## config.mk

```make
export PLATFORM = sky130hd
export DESIGN_NAME = wr_fifo_byte_packer
export DESIGN_NICKNAME = d
export VERILOG_FILES = /design/src/rtl/wr_fifo_byte_packer.sv
export SDC_FILE = /design/constraint.sdc
export NUM_CORES = 1
export LEC_CHECK = 0
export ABC_AREA = 1
export CAP_MARGIN = 20
export CORE_ASPECT_RATIO = 1.4
export CORE_MARGIN = 1.5
export CORE_UTILIZATION = 52
export DETAILED_ROUTE_END_ITERATION = 6
export GPL_ROUTABILITY_DRIVEN = 0
export PLACE_DENSITY = 0.77
export SLEW_MARGIN = 20
export SYNTH_ARGS = -nofsm -noshare
export SYNTH_HDL_FRONTEND = slang
export SYNTH_SLANG_ARGS = --single-unit
```

## constraint.sdc

```tcl
create_clock -name wr_clk -period 2.28 [get_ports wr_clk]
set_input_delay 0.342 -clock wr_clk [delete_from_list [all_inputs] [get_ports wr_clk]]
set_output_delay 0.342 -clock wr_clk [all_outputs]
set_load 0.01 [all_outputs]
```

## src/rtl/wr_fifo_byte_packer.sv

```systemverilog
// wr_fifo_byte_packer: packs a byte stream little-endian into 32-bit FIFO words with byte enables.
// Ports: wr_clk/wr_rst (sync, active-low) clock and reset; s_data/s_valid/s_last/s_ready upstream byte stream;
//        wr_full/almost_full FIFO flags; fifo_wr_data/fifo_wr_en/fifo_wr_byte_en FIFO write side;
//        pkt_cnt packets fully written to the FIFO (wraps).
module wr_fifo_byte_packer #(
    parameter logic c_AF_THROTTLE = 1'b0
) (
    input  logic        wr_clk,
    input  logic        wr_rst,
    input  logic [7:0]  s_data,
    input  logic        s_valid,
    input  logic        s_last,
    output logic        s_ready,
    input  logic        wr_full,
    input  logic        almost_full,
    output logic [31:0] fifo_wr_data,
    output logic        fifo_wr_en,
    output logic [3:0]  fifo_wr_byte_en,
    output logic [15:0] pkt_cnt
);
    logic [1:0]  byte_cnt;
    logic [31:0] acc;
    logic [31:0] pend_data;
    logic [3:0]  pend_be;
    logic        pend_last;
    logic        pend_vld;
    logic        stall;
    logic        accept;
    logic        complete;
    logic [31:0] word;

    assign stall           = wr_full | (c_AF_THROTTLE & almost_full);
    assign fifo_wr_en      = pend_vld & ~stall;
    // a draining pending word frees the register in the same cycle a new word may complete
    assign s_ready         = ~pend_vld | ~stall;
    assign accept          = s_valid & s_ready;
    assign complete        = accept & ((byte_cnt == 2'd3) | s_last);
    assign fifo_wr_data    = pend_data;
    assign fifo_wr_byte_en = pend_be;

    // lanes above the current byte stay 0 because acc is cleared on every completion
    always_comb begin
        word = acc;
        word[{byte_cnt, 3'b000} +: 8] = s_data;
    end

    always_ff @(posedge wr_clk) begin
        if (!wr_rst) begin
            byte_cnt  <= '0;
            acc       <= '0;
            pend_data <= '0;
            pend_be   <= '0;
            pend_last <= 1'b0;
            pend_vld  <= 1'b0;
            pkt_cnt   <= '0;
        end else begin
            if (accept) begin
                byte_cnt <= complete ? 2'd0 : byte_cnt + 2'd1;
                acc      <= complete ? 32'd0 : word;
            end
            if (complete) begin
                pend_data <= word;
                pend_be   <= ~(4'b1110 << byte_cnt);
                pend_last <= s_last;
                pend_vld  <= 1'b1;
            end else if (fifo_wr_en) begin
                pend_data <= '0;
                pend_be   <= '0;
                pend_last <= 1'b0;
                pend_vld  <= 1'b0;
            end
            if (fifo_wr_en && pend_last)
                pkt_cnt <= pkt_cnt + 16'd1;
        end
    end
endmodule

```

==> results.sh, run 1 <==
export IMPL_min_period_ns=2.038
export IMPL_p_total_mw=2.758
export IMPL_p_int_mw=2.074
export IMPL_initial_utilization_pct=54.37
export IMPL_rsz0062_at_grt="no"
export IMPL_power_switching_uw=684.9
export IMPL_cts_sinks=87
export IMPL_ys_seq_elements=87
export IMPL_synth_top_area_share_pct=45.30
export IMPL_leakage_nw=1.649
export IMPL_fin_area_um2=4788
export IMPL_num_antenna_cells=0
export IMPL_grt_usage_pct=24.92
export IMPL_final_hold_viol_count=0
export IMPL_numCtsBuffers=9
export IMPL_drt_iter0_drc=265
export IMPL_cp_start_kind="flop"
export IMPL_drc_errors=0
export IMPL_cts_tree="yes"
export IMPL_synth_edf_count=0
export IMPL_cts_resized=0
export IMPL_setup_ws_ns=0.2424
export IMPL_slew_headroom_pct=68.71
export IMPL_postPlaceCellArea_um2=4624
export IMPL_insertion_delay_ns=0.36
export IMPL_fin_setup_tns_ns=0
export IMPL_drt_pre_antenna_iters=6
export IMPL_postCtsSetupBuffers=0
export IMPL_coreArea_um2=7072
export IMPL_synthCells=541
export IMPL_grt_pass1_wl_mm=15.14
export IMPL_grt_max_degree=37
export IMPL_peakVddDrop_uv=494.1
export IMPL_die_h_um=104.7
export IMPL_period_share_pct=89.37
export IMPL_root_buffer="clkbuf_8"
export IMPL_timing_fmax_mhz=490.8
export IMPL_outcome="finished, final reports clean"
export IMPL_min_path_type="reg2reg"
export IMPL_antenna_left=0
export IMPL_combinationalPowerShare_pct=9.6
export IMPL_fin_worst_skew_ns=0.007607
export IMPL_crit_arrival_ns=2.33
export IMPL_hold_buffers=0
export IMPL_ys_top_cells_by_area="dfxtp_1 45%, nand2_1 14%, a21oi_1 11%, nand3_1 7.3%, inv_1 5.1%"
export IMPL_cts_clk_slew_worst_paths_ns=0.08
export IMPL_ys_seq_area_share_pct=45.30
export IMPL_end_kind="flop"
export IMPL_p_sw_share_pct=24.83
export IMPL_antenna_found_initial=0
export IMPL_powerDensity_nw_per_um2=576.1
export IMPL_syn_area_per_cell_um2=7.107
export IMPL_yosysTopAreaCell="dfxtp_1"
export IMPL_maxCapViolCount=0
export IMPL_h_tree_depth=3
export IMPL_grt_pass1_vias=3329
export IMPL_area_delta_synth_final_pct=24.54
export IMPL_clock_path_buffers=2
export IMPL_r2r_setup_slack_ns=0.24
export IMPL_vias=3686
export IMPL_nFillCells=638
export IMPL_drive_above_1_share_pct=6.291
export IMPL_yosys_top_cells_count="140 x nand2_1, 87 x dfxtp_1, 82 x a21oi_1"
export IMPL_layout_nets=622
export IMPL_die_area_um2=7926
export IMPL_cp_required_ns=2.57
export IMPL_seqPwrFrac_pct=56.0
export IMPL_synth_distinct_cells=26
export IMPL_path_class="reg2reg"
export IMPL_synth_async_reset_ratio_pct=0
export IMPL_dieWidth_um=75.68
export IMPL_routedWlPerCell_um=13.27
export IMPL_crit_path_max_fanout=8
export IMPL_tightest_slew_ns=0.4687
export IMPL_syn_nets=562
export IMPL_holdWs_ns=0.4678
export IMPL_synth_area_um2=3845
export IMPL_clockPowerShare_pct=34.4
export IMPL_drt_wl_total_mm=9.279
export IMPL_slew_violations=0
export IMPL_ys_flop_type="dfxtp_1"
export IMPL_ios=68
export IMPL_dp_slack_ns=0.3181
export IMPL_synth_most_common_cell="nand2_1"
export IMPL_num_rows=36
export IMPL_synth_warnings=0
export IMPL_vias_per_cell=5.273
export IMPL_final_setup_viol_count=0
export IMPL_grt_overflow=0
export IMPL_port_buffers=66
export IMPL_dp_hpwl_mm=6.521
[metal layers]
| metal | GRT usage (%) | vias to the layer above | wire length (µm) |
|---|---|---|---|
| met5 | 0 | - | 0 |
| met4 | 8.673 | 0 | 214 |
| met3 | 8.004 | 19 | 528 |
| met2 | 41.48 | 102 | 4670 |
| met1 | 29.32 | 1689 | 3865 |
| li1 | - | 1876 | - |
[worst max-delay path, stage by stage (launching register included)]
cell	delay, ns
dfxtp_1	0.45
inv_1	0.12
ha_1	0.34
inv_1	0.05
nor2_1	0.34
nand2_1	0.19
o22ai_1	0.24
nand2_1	0.10
a21oi_1	0.13
[cells in the final DEF (no fill, tap or decap), drive strengths merged]
master	count
a211oi	1
a21oi	82
buf	14
clkbuf	13
clkdlybuf4s50	66
clkinv	1
dfxtp	87
ha	7
inv	56
nand2	143
nand3	57
nand4	3
nor2	34
nor3	3
o21ai	13
o21bai	1
o22ai	19
or2	1
xor2	3
[power by group through the flow]
stage	Combinational [mW]	Sequential (mW)	Clock (mW)
final	0.264	1.55	0.949
after global routing	0.288	1.55	1.05
after CTS	0.262	1.55	0.962
after detailed placement	0.262	1.58	0
after global placement	0.260	1.58	0
after floorplan	0.154	1.58	0
[state kept, by name (all words and copies together) (netlist names)]
signal / cells
fifo_wr_byte_en: 4
fifo_wr_data: 32
pend_last: 1
acc: 32
pkt_cnt: 16
byte_cnt: 2
[per-stage QoR]
step / utilization, % / cells
3_5_place_dp: 65.39 / 685
6_report: 67.71 / 699
4_1_cts: 67.71 / 699
3_3_place_gp: 65.39 / 685
2_1_floorplan: - / 541
5_1_grt: 67.71 / 699
[path summary, 6_finish.rpt]
check | startpoint | end | cells after the start
worst max-delay path | byte_cnt[1] | fifo_wr_data[9] | 8
worst min register to register | acc[25] | acc[25] | 2
worst max register to register | byte_cnt[1] | fifo_wr_data[9] | 8
worst min-delay path | acc[25] | acc[25] | 2
[final cells by class]
class	instances	area (µm²)	share of cell area, %
Tap cell	95	118.9	2.482
Clock buffer	13	158.9	3.319
Multi-Input combinational cell	367	1738	36.29
Inverter	56	210.2	4.390
Timing Repair Buffer	80	815.8	17.04
Clock inverter	1	5.005	0.1045
Sequential cell	87	1742	36.37
[cell families after synthesis]
group,after synthesis,share of synthesized area (%)
AOI/OAI and AO/OA,116,15.85
xor gates and xnor gates,3,0.6835
DFF,87,45.30
buffers and inverters,87,9.502
and+or+nand+nor,241,26.39
adders and majority gates,7,2.278
(Power assumes the default switching activity.)
==> run 2: changes to the inputs <==
==> config.mk (replaced) <==
export PLATFORM = sky130hd
export DESIGN_NAME = wr_fifo_byte_packer
export DESIGN_NICKNAME = d
export VERILOG_FILES = /design/src/rtl/wr_fifo_byte_packer.sv
export SDC_FILE = /design/constraint.sdc
export NUM_CORES = 1
export LEC_CHECK = 0
export CAP_MARGIN = 20
export CORE_MARGIN = 1.5
export CORE_UTILIZATION = 53
export DETAILED_ROUTE_END_ITERATION = 6
export GPL_ROUTABILITY_DRIVEN = 0
export PLACE_DENSITY = 0.78
export SYNTH_ARGS = -nofsm -noshare
export SYNTH_HDL_FRONTEND = slang
export SYNTH_SLANG_ARGS = --single-unit
==> run 2 against run 1 <==
Net effect:
- via count shrank 7.5%
- count of clock-buffer cells in the layout decreased by 4
- core utilization hardly changed
- synthesized cell count shrank 15%
- non-clock buffer count is 1 lower
- routed wire length fell by 0.46%
- worst setup slack gained 0.011 ns
- largest cell class is now multi-input combinational cells
- sequential share of layout area down 0.72 points
==> results.sh, run 2 <==
export IMPL_period_share_pct=88.91
export IMPL_area_delta_synth_final_pct=24.61
export IMPL_crit_path_max_fanout=6
export IMPL_powerDensity_nw_per_um2=590.9
export IMPL_grt_usage_pct=24.34
export IMPL_synth_async_reset_ratio_pct=0
export IMPL_drt_wl_total_mm=9.236
export IMPL_ios=68
export IMPL_grt_overflow=0
export IMPL_antenna_found_initial=0
export IMPL_cts_resized=0
export IMPL_end_kind="output pin"
export IMPL_synth_most_common_cell="dfxtp_1"
export IMPL_coreArea_um2=7214
export IMPL_grt_max_degree=37
export IMPL_cts_clk_slew_worst_paths_ns=0.09
export IMPL_timing_fmax_mhz=493.3
export IMPL_synth_edf_count=0
export IMPL_dieWidth_um=89
export IMPL_ys_flop_type="dfxtp_1"
export IMPL_root_buffer="clkbuf_8"
export IMPL_postPlaceCellArea_um2=4687
export IMPL_final_cells=620
export IMPL_antenna_left=0
export IMPL_cp_start_kind="input pin"
export IMPL_outcome="finished, final reports clean"
export IMPL_grt_pass1_vias=3119
export IMPL_numCtsBuffers=9
export IMPL_synth_distinct_cells=45
export IMPL_rsz0062_at_grt="no"
export IMPL_num_antenna_cells=0
export IMPL_final_util_pct=67.71
export IMPL_hold_buffers=0
export IMPL_port_buffers=66
export IMPL_ys_top_cells_by_area="dfxtp_1 44%, a21oi_1 8.4%, a2bb2oi_1 5.4%, nand3_1 5.2%, nand2b_1 4.1%"
export IMPL_die_area_um2=7921
export IMPL_postCtsSetupBuffers=0
export IMPL_yosys_top_cells_count="87 x dfxtp_1, 66 x a21oi_1, 43 x nor2_1"
export IMPL_cts_tree="yes"
export IMPL_holdWs_ns=0.4686
export IMPL_drive_above_1_share_pct=8.061
export IMPL_dp_hpwl_mm=6.276
export IMPL_vias_per_cell=5.497
export IMPL_vias=3408
export IMPL_tightest_slew_ns=0.5856
export IMPL_synthCells=459
export IMPL_layout_common_cells="87 x dfxtp_1, 66 x a21oi_1, 66 x clkdlybuf4s50_1"
export IMPL_crit_arrival_ns=1.69
export IMPL_drt_pre_antenna_iters=4
export IMPL_routedWlPerCell_um=14.90
export IMPL_cp_slowest_cell="clkdlybuf4s50_1"
export IMPL_peakVddDrop_uv=400.8
export IMPL_leakage_nw=1.751
export IMPL_synth_warnings=0
export IMPL_final_common_cell="dfxtp_1"
export IMPL_clock_path_buffers=2
export IMPL_syn_area_per_cell_um2=8.540
export IMPL_path_cells="clkdlybuf4s50_1 -> or2b_1 -> inv_1 -> clkdlybuf4s50_1"
export IMPL_grt_pass1_wl_mm=14.75
export IMPL_fin_setup_tns_ns=0
export IMPL_layout_nets=537
export IMPL_num_rows=31
export IMPL_drc_errors=0
export IMPL_fin_worst_skew_ns=0.009867
export IMPL_h_tree_depth=3
export IMPL_ys_seq_elements=87
export IMPL_die_h_um=89
export IMPL_dp_slack_ns=0.2629
export IMPL_final_hold_viol_count=0
export IMPL_yosysTopAreaCell="dfxtp_1"
export IMPL_initial_utilization_pct=54.34
export IMPL_maxCapViolCount=0
export IMPL_fin_area_um2=4885
export IMPL_p_total_mw=2.886
export IMPL_dp_cells=604
export IMPL_cp_common_cell="clkdlybuf4s50_1"
export IMPL_syn_nets=480
export IMPL_cts_sinks=87
export IMPL_synth_area_um2=3920
export IMPL_min_period_ns=2.027
export IMPL_slew_violations=0
export IMPL_min_path_type="reg2reg"
export IMPL_path_class="in2out"
export IMPL_ys_seq_area_share_pct=44.43
export IMPL_cp_required_ns=1.94
export IMPL_final_setup_viol_count=0
export IMPL_slew_headroom_pct=60.95
export IMPL_insertion_delay_ns=0.36
export IMPL_max_stage_delay_ns=0.52
export IMPL_drt_iter0_drc=209
export IMPL_synth_top_area_share_pct=44.43
export IMPL_setup_ws_ns=0.2529
==> run 2: final timing paths <==
kind	from	end	slack [ns]	depth (start not counted)
max	wr_full	fifo_wr_en	0.25	4
min	fifo_wr_data[6]	fifo_wr_data[6]	0.47	2
max reg2reg	byte_cnt[0]	fifo_wr_data[26]	0.26	7
min reg2reg	fifo_wr_data[6]	fifo_wr_data[6]	0.47	2
==> run 2: area by class of cell <==
cell class,count,area (µm²)
inverter,14,52.55
multi-input combinational,325,1961
fill,637,2330
sequential,87,1742
tap,99,123.9
clock inverter,7,73.82
clock buffer,9,123.9
timing repair buffer,79,808.3
==> run 2: cell families (layout without fill, tap and decap cells) <==
| family | Yosys count | after routing | synth area share [%] |
|---|---|---|---|
| AND/OR/NAND/NOR | 192 | 192 | 27.07 |
| flip-flops | 87 | 87 | 44.43 |
| AO/OA/AOI/OAI | 115 | 115 | 18.19 |
| XOR/XNOR | 9 | 9 | 2.011 |
| buffers and inverters | 47 | 109 | 5.554 |
| adder cells (fa/ha/maj) | 7 | 7 | 2.234 |
| multiplexers | 2 | 2 | 0.5107 |
==> run 2: where the power goes <==
group | total [mW] | internal [mW] | switching (mW)
sequential | 1.55 | 1.53 | 0.0132
combinational | 0.263 | 0.103 | 0.160
clock | 1.08 | 0.508 | 0.568
total | 2.89 | 2.15 | 0.740
==> run 2: critical path: cells and delay by family <==
kind | cells | cell delay, ns
AND/OR/NAND/NOR | 1 | 0.27
buffers and inverters | 3 | 1.07
==> run 2: routing by layer <==
layer	GRT usage (%)	wire length, µm	part of all wire, %
met1	32.39	4185	45
met2	40.98	4538	49
met3	3.416	394	4.3
met4	8.112	117	1.3
met5	0	0	0
==> run 3: changes to the inputs <==
--- a/config.mk
+++ b/config.mk
@@ -8,6 +8,7 @@
 export CAP_MARGIN = 20
 export CORE_MARGIN = 1.5
 export CORE_UTILIZATION = 53
+export CTS_CLUSTER_SIZE = 24
 export DETAILED_ROUTE_END_ITERATION = 6
 export GPL_ROUTABILITY_DRIVEN = 0
 export PLACE_DENSITY = 0.78
==> results of run 3 <==
The final DEF is identical to that of run 2; final timing and power are the same.
